`src/rtl/uart_tx_fifo.sv`:
```
// Byte FIFO for the UART echo path: fire-and-forget writes, first-word-fall-through valid/ready read side.
// Optional occupancy output o_level is built only when UART_TX_FIFO_LEVEL_EN is defined.
module uart_tx_fifo #(
  parameter int P_DATA_WIDTH = 8,
  parameter int P_ADDR_WIDTH = 4
) (
  input  logic                    i_clk,
  input  logic                    i_rst,
  input  logic [P_DATA_WIDTH-1:0] i_rx_data,
  input  logic                    i_rx_valid,
  output logic [P_DATA_WIDTH-1:0] o_tx_data,
  output logic                    o_tx_valid,
  input  logic                    i_tx_ready,
  output logic                    o_full,
  output logic                    o_empty,
  output logic                    o_overflow
`ifdef UART_TX_FIFO_LEVEL_EN
  ,
  output logic [P_ADDR_WIDTH+1:0] o_level
`endif
);

  localparam int DEPTH = 2 ** P_ADDR_WIDTH;

  logic [P_DATA_WIDTH-1:0] mem [DEPTH];

  logic [P_ADDR_WIDTH:0] wr_ptr;
  logic [P_ADDR_WIDTH:0] rd_ptr;
  logic [P_ADDR_WIDTH:0] wr_ptr_nxt;
  logic [P_ADDR_WIDTH:0] rd_ptr_nxt;
  logic                  wr_en;
  logic                  xfer;
  logic                  ram_ne;
  logic                  load;
  logic                  vld_nxt;

  // Pointers carry one extra wrap bit so full and empty are distinguishable.
  function automatic logic ptr_full(input logic [P_ADDR_WIDTH:0] w, input logic [P_ADDR_WIDTH:0] r);
    return (w[P_ADDR_WIDTH] != r[P_ADDR_WIDTH]) && (w[P_ADDR_WIDTH-1:0] == r[P_ADDR_WIDTH-1:0]);
  endfunction

  function automatic logic [P_ADDR_WIDTH:0] ram_count(input logic [P_ADDR_WIDTH:0] w,
                                                      input logic [P_ADDR_WIDTH:0] r);
    return w - r;
  endfunction

  always_comb begin
    wr_en      = i_rx_valid & ~o_full;
    xfer       = o_tx_valid & i_tx_ready;
    ram_ne     = (wr_ptr != rd_ptr);
    load       = ram_ne & (~o_tx_valid | xfer);
    vld_nxt    = load | (o_tx_valid & ~xfer);
    wr_ptr_nxt = wr_ptr + {{P_ADDR_WIDTH{1'b0}}, wr_en};
    rd_ptr_nxt = rd_ptr + {{P_ADDR_WIDTH{1'b0}}, load};
  end

  // Storage is never reset; the pointers alone define what is valid.
  always_ff @(posedge i_clk) begin
    if (wr_en) begin
      mem[wr_ptr[P_ADDR_WIDTH-1:0]] <= i_rx_data;
    end
  end

  // Output stage: head byte register, refilled from RAM only (no bypass), so a write reaches o_tx_data two edges later.
  always_ff @(posedge i_clk) begin
    if (i_rst) begin
      wr_ptr     <= '0;
      rd_ptr     <= '0;
      o_tx_valid <= 1'b0;
      o_tx_data  <= '0;
      o_full     <= 1'b0;
      o_empty    <= 1'b1;
      o_overflow <= 1'b0;
    end else begin
      wr_ptr     <= wr_ptr_nxt;
      rd_ptr     <= rd_ptr_nxt;
      o_tx_valid <= vld_nxt;
      if (load) begin
        o_tx_data <= mem[rd_ptr[P_ADDR_WIDTH-1:0]];
      end
      o_full  <= ptr_full(wr_ptr_nxt, rd_ptr_nxt);
      o_empty <= (wr_ptr_nxt == rd_ptr_nxt) & ~vld_nxt;
      if (i_rx_valid & o_full) begin
        o_overflow <= 1'b1;
      end
    end
  end

`ifdef UART_TX_FIFO_LEVEL_EN
  always_ff @(posedge i_clk) begin
    if (i_rst) begin
      o_level <= '0;
    end else begin
      o_level <= {1'b0, ram_count(wr_ptr_nxt, rd_ptr_nxt)} + {{(P_ADDR_WIDTH+1){1'b0}}, vld_nxt};
    end
  end
`endif

endmodule
```
`config.mk`:
```
export PLATFORM = sky130hd
export DESIGN_NAME = uart_tx_fifo
export DESIGN_NICKNAME = d
export VERILOG_FILES = /design/src/rtl/uart_tx_fifo.sv
export SDC_FILE = /design/constraint.sdc
export NUM_CORES = 1
export LEC_CHECK = 0
export ABC_AREA = 1
export CORE_MARGIN = 5
export CORE_UTILIZATION = 41
export DETAILED_ROUTE_END_ITERATION = 8
export PLACE_DENSITY_LB_ADDON = 0.12
export SYNTH_ARGS = -nofsm -noshare
export SYNTH_HDL_FRONTEND = slang
export SYNTH_SLANG_ARGS = --single-unit
```
`constraint.sdc`:
```
create_clock -name i_clk -period 2.6 [get_ports i_clk]
set_input_delay 0.52 -clock i_clk [delete_from_list [all_inputs] [get_ports i_clk]]
set_output_delay 0.52 -clock i_clk [all_outputs]
set_load 0.005 [all_outputs]
```
==> metrics.csv <==
stage,metric,value,unit
synthesis,post-synthesis xor/xnor area fraction,0.0106,
critical_path,"most used cell, CP",nand2_1,
critical_path,worst path bufs/invs,3,
placement,placed insts,924,
power_and_ir_drop,static leakage,0.00335,uW
sta,final hold viol count,0,
placement,Port Buffer Count,23,
floorplanning,area of the die,18700,sq um
clock_tree,TritonCTS Buffers,17,
clock_tree,TritonCTS clock tree,done,
critical_path,crit-path max FO,6,
finish,fin cells,956,
sta,Worst Hold Slack,0.480,ns
finish,final core utilization,0.489,
routing,drt via density,4.59,
critical_path,reg2reg end,o_empty,
synthesis,synth cell count leaders,"nand2_1, edfxtp_1, inv_1, nand3_1, nor2_1",
clock_tree,"Clk Latency, worst-skew pair",0.42,ns
finish,# nets final,743,
critical_path,critical path class,flip-flop to flip-flop,
synthesis,Cell variety after synth,24,
critical_path,cell-by-cell trace of the critical path,inv_2 -> nand2_1 -> nand2_1 -> nor2_2 -> nand3_2 -> nand2_4 -> inv_1 -> ha_1 -> xnor2_1 -> inv_1 -> nand2_1 -> nand3_1 -> nor2_1 -> nand3_1 -> nand2_1,
finish,Seq. cell area,4290,sq um
synthesis,Mapped Avg Cell Area,9.59,sq um
routing,DRC,0,
critical_path,R2R depth,15,
global_routing,largest net degree at the start of global routing,65,
routing,WL/cell,16.3,microns
sta,final setup violating endpoints,0,
synthesis,area of the mapped netlist,6600,sq um
sta,crit share post-route,0.790,
sta,Max Fclk,0.487,GHz
critical_path,CP startpoint kind,flip-flop,
routing,DRT Pass-1 Iters,5,
placement,HPWL Detailed,9700,microns
synthesis,#FFs+latches synth,150,
global_routing,first-pass GRT wire length,24800,microns
routing,DR iter-0 viols,391,
clock_tree,cells resized by post-CTS repair,0,
synthesis,Adder-Cell Fraction of Synth Area,0.00758,
finish,Multi-input gate area,1690,sq um
sta,RSZ-0062 raised after global routing,no,
floorplanning,core area,15800,sq um
finish,fill cell count,1519,
sta,max_slew headroom,0.485,
power_and_ir_drop,worst vdd ir,698,uV
finish,Area Growth Syn to Fin,17.2,%
floorplanning,Die H,137,microns
synthesis,most frequent cell after synthesis,nand2_1,
sta,Max Slew Vio Count,0,
clock_tree,worst-case clock buffer depth,2,
synthesis,multiplexer share of the synthesized area,0,
routing,Total Wirelength,15600,microns
sta,skew final,0.0131,ns
critical_path,Crit path required time,2.95,ns
floorplanning,I/O Pins,24,
critical_path,r2r setup slk,0.55,ns
sta,actual slew at the worst max-slew pin,0.770,ns
routing,detailed-route via count,4392,
synthesis,simple-gate area share of the yosys netlist,0.235,
global_routing,number of global-route vias before repair,4560,
synthesis,Synth top area share,0.582,
power_and_ir_drop,sequential share of power,0.392,
finish,antenna fix cells,0,
synthesis,top post-synthesis cells by area,"edfxtp_1, nand2_1, nand3_1, inv_1, dfxtp_1",
critical_path,launch point of the worst reg-to-reg path,wr_ptr[3],
sta,minimum clock period,2.05,ns
critical_path,Slowest cell on crit path,dfxtp_1,
synthesis,largest family of logic cells by synthesized area,simple AND/OR/NAND/NOR gates,
power_and_ir_drop,clock share of power,0.342,
placement,placer's final routability congestion estimate,0.814,
floorplanning,die span in x,137,microns
power_and_ir_drop,Psw,2230,uW
clock_tree,CTS Root Cell,clkbuf_16,
clock_tree,Clock Sinks,150,
synthesis,Synth Area in Compound Gates,0.00227,
critical_path,worst setup path start,wr_ptr[3],
sta,PnR worst setup slack,0.547,ns
global_routing,total track usage,0.181,
clock_tree,Post-CTS Hold Fix Bufs,0,
power_and_ir_drop,Comb power frac,0.266,
clock_tree,H-tree lvl count,4,
flow_run,Max Cap Viol,0,
synthesis,syn_nets,704,
critical_path,Crit. End Element,flip-flop,
synthesis,fraction of registers with async set/reset,0,
clock_tree,Clock Pin Slew Worst Setup and Hold Paths,0.06,ns
floorplanning,Rows,46,
critical_path,CP Depth,15,
synthesis,post-synthesis sequential area ratio,0.649,
synthesis,Ys Warns,0,
synthesis,Post-synth EDFFs,128,
finish,share of layout cells above drive strength 1,0.0892,
power_and_ir_drop,Cell Pwr Density,922,nW/um^2
global_routing,initial antenna violation count,0,
synthesis,post-synthesis cell count,688,
placement,dpl ws,0.161,ns
critical_path,CP max stage delay,0.48,ns
global_routing,total grt overflow,0,
power_and_ir_drop,Internal Power,4900,uW
critical_path,worst path arrival time,2.41,ns
sta,Fin Setup TNS,0,ns
run_status,status,"complete, no violations",
hold_path,HP Class,flip-flop to flip-flop,
floorplanning,Initial Utilization,0.417,
synthesis,Synth Flop Type,edfxtp_1,
routing,Post-DRT Antenna Nets,0,
synthesis,cell taking the most area after synthesis,edfxtp_1,
critical_path,CP top delay family,simple AND/OR/NAND/NOR gates,
critical_path,CP Capture Point,o_empty,
power_and_ir_drop,Sw Share,0.313,
clock_tree,postcts setup bufs,0,
how the worst min path moves through the flow:
| stage | start | end | slack (ns) | depth (start not counted) |
|---|---|---|---|---|
| after detailed placement | o_overflow | o_overflow | 0.47 | 2 |
| after global routing | o_overflow | o_overflow | 0.55 | 2 |
| final | o_overflow | o_overflow | 0.48 | 2 |
| after floorplan | o_overflow | o_overflow | 0.46 | 2 |
| after global placement | o_overflow | o_overflow | 0.46 | 2 |
| after CTS | o_overflow | o_overflow | 0.48 | 2 |
power by group through the flow:
| stage | combinational [uW] | sequential (uW) | clock [uW] |
|---|---|---|---|
| after floorplan | 1340 | 2840 | 0 |
| after global placement | 1920 | 2840 | 0 |
| after detailed placement | 1930 | 2840 | 0 |
| after CTS | 1940 | 2790 | 2480 |
| after global routing | 2160 | 2810 | 2610 |
| final | 1900 | 2790 | 2440 |
cell families (layout without fill, tap and decap cells):
kind of cell,Yosys count,in the layout
and+or+nand+nor,370,370
DFF,150,150
AOI/OAI and AO/OA,3,3
adders and majority gates,4,4
buffers and inverters,153,205
xor gates and xnor gates,8,8
worst register-to-register path: cells and delay by family (launching register included):
kind | cells | cell delay (ns)
simple gates | 10 | 0.88
buf+inv | 3 | 0.21
xor+xnor | 1 | 0.23
flops | 1 | 0.48
fa+ha+maj | 1 | 0.19
per-stage QoR:
step                total power [uW]  area, sq um
CTS                             7220         7730
global route                    7570         7730
floorplan                       4170         6600
detailed placement              4780         7130
global placement                4760         7130
finish                          7130         7730
registers in the layout, summed over array words and instances (netlist names):
register	flops
mem	128
o_empty	1
o_full	1
o_overflow	1
o_tx_data	8
o_tx_valid	1
rd_ptr	5
wr_ptr	5
metal layers:
metal	vias to the layer above	share of wire	global-route usage
li1	2257	-	-
met1	2043	0.43	0.235
met2	86	0.51	0.305
met3	6	0.051	0.0401
met4	0	0.0085	0.0554
met5	-	0	0
cell usage in the layout, fill, tap and decap left out:
cell type | Yosys | layout
a21oi_1 | 1 | 1
buf_4 | 5 | 25
clkbuf_1 | 3 | 1
clkbuf_16 | 0 | 21
clkbuf_8 | 0 | 3
clkdlybuf4s50_1 | 0 | 23
clkinv_1 | 1 | 2
clkinv_2 | 0 | 6
dfxtp_1 | 22 | 21
dfxtp_2 | 0 | 1
edfxtp_1 | 128 | 128
ha_1 | 4 | 4
inv_1 | 121 | 120
inv_2 | 3 | 4
nand2_1 | 207 | 207
nand2_2 | 2 | 2
nand2_4 | 1 | 1
nand2b_1 | 1 | 1
nand3_1 | 106 | 106
nand3_2 | 1 | 1
nand4_1 | 1 | 1
nor2_1 | 49 | 49
nor2_2 | 2 | 2
o21ai_0 | 2 | 2
xnor2_1 | 5 | 5
xor2_1 | 3 | 3
layout make-up:
class	count	share of cell area
clock buffer	25	0.0738
clock inverter	7	0.00437
inverter	125	0.0607
multi-input combinational	385	0.218
sequential	150	0.554
tap	216	0.0350
timing repair buffer	48	0.0540
No activity file was read; power rests on OpenSTA's default activity.
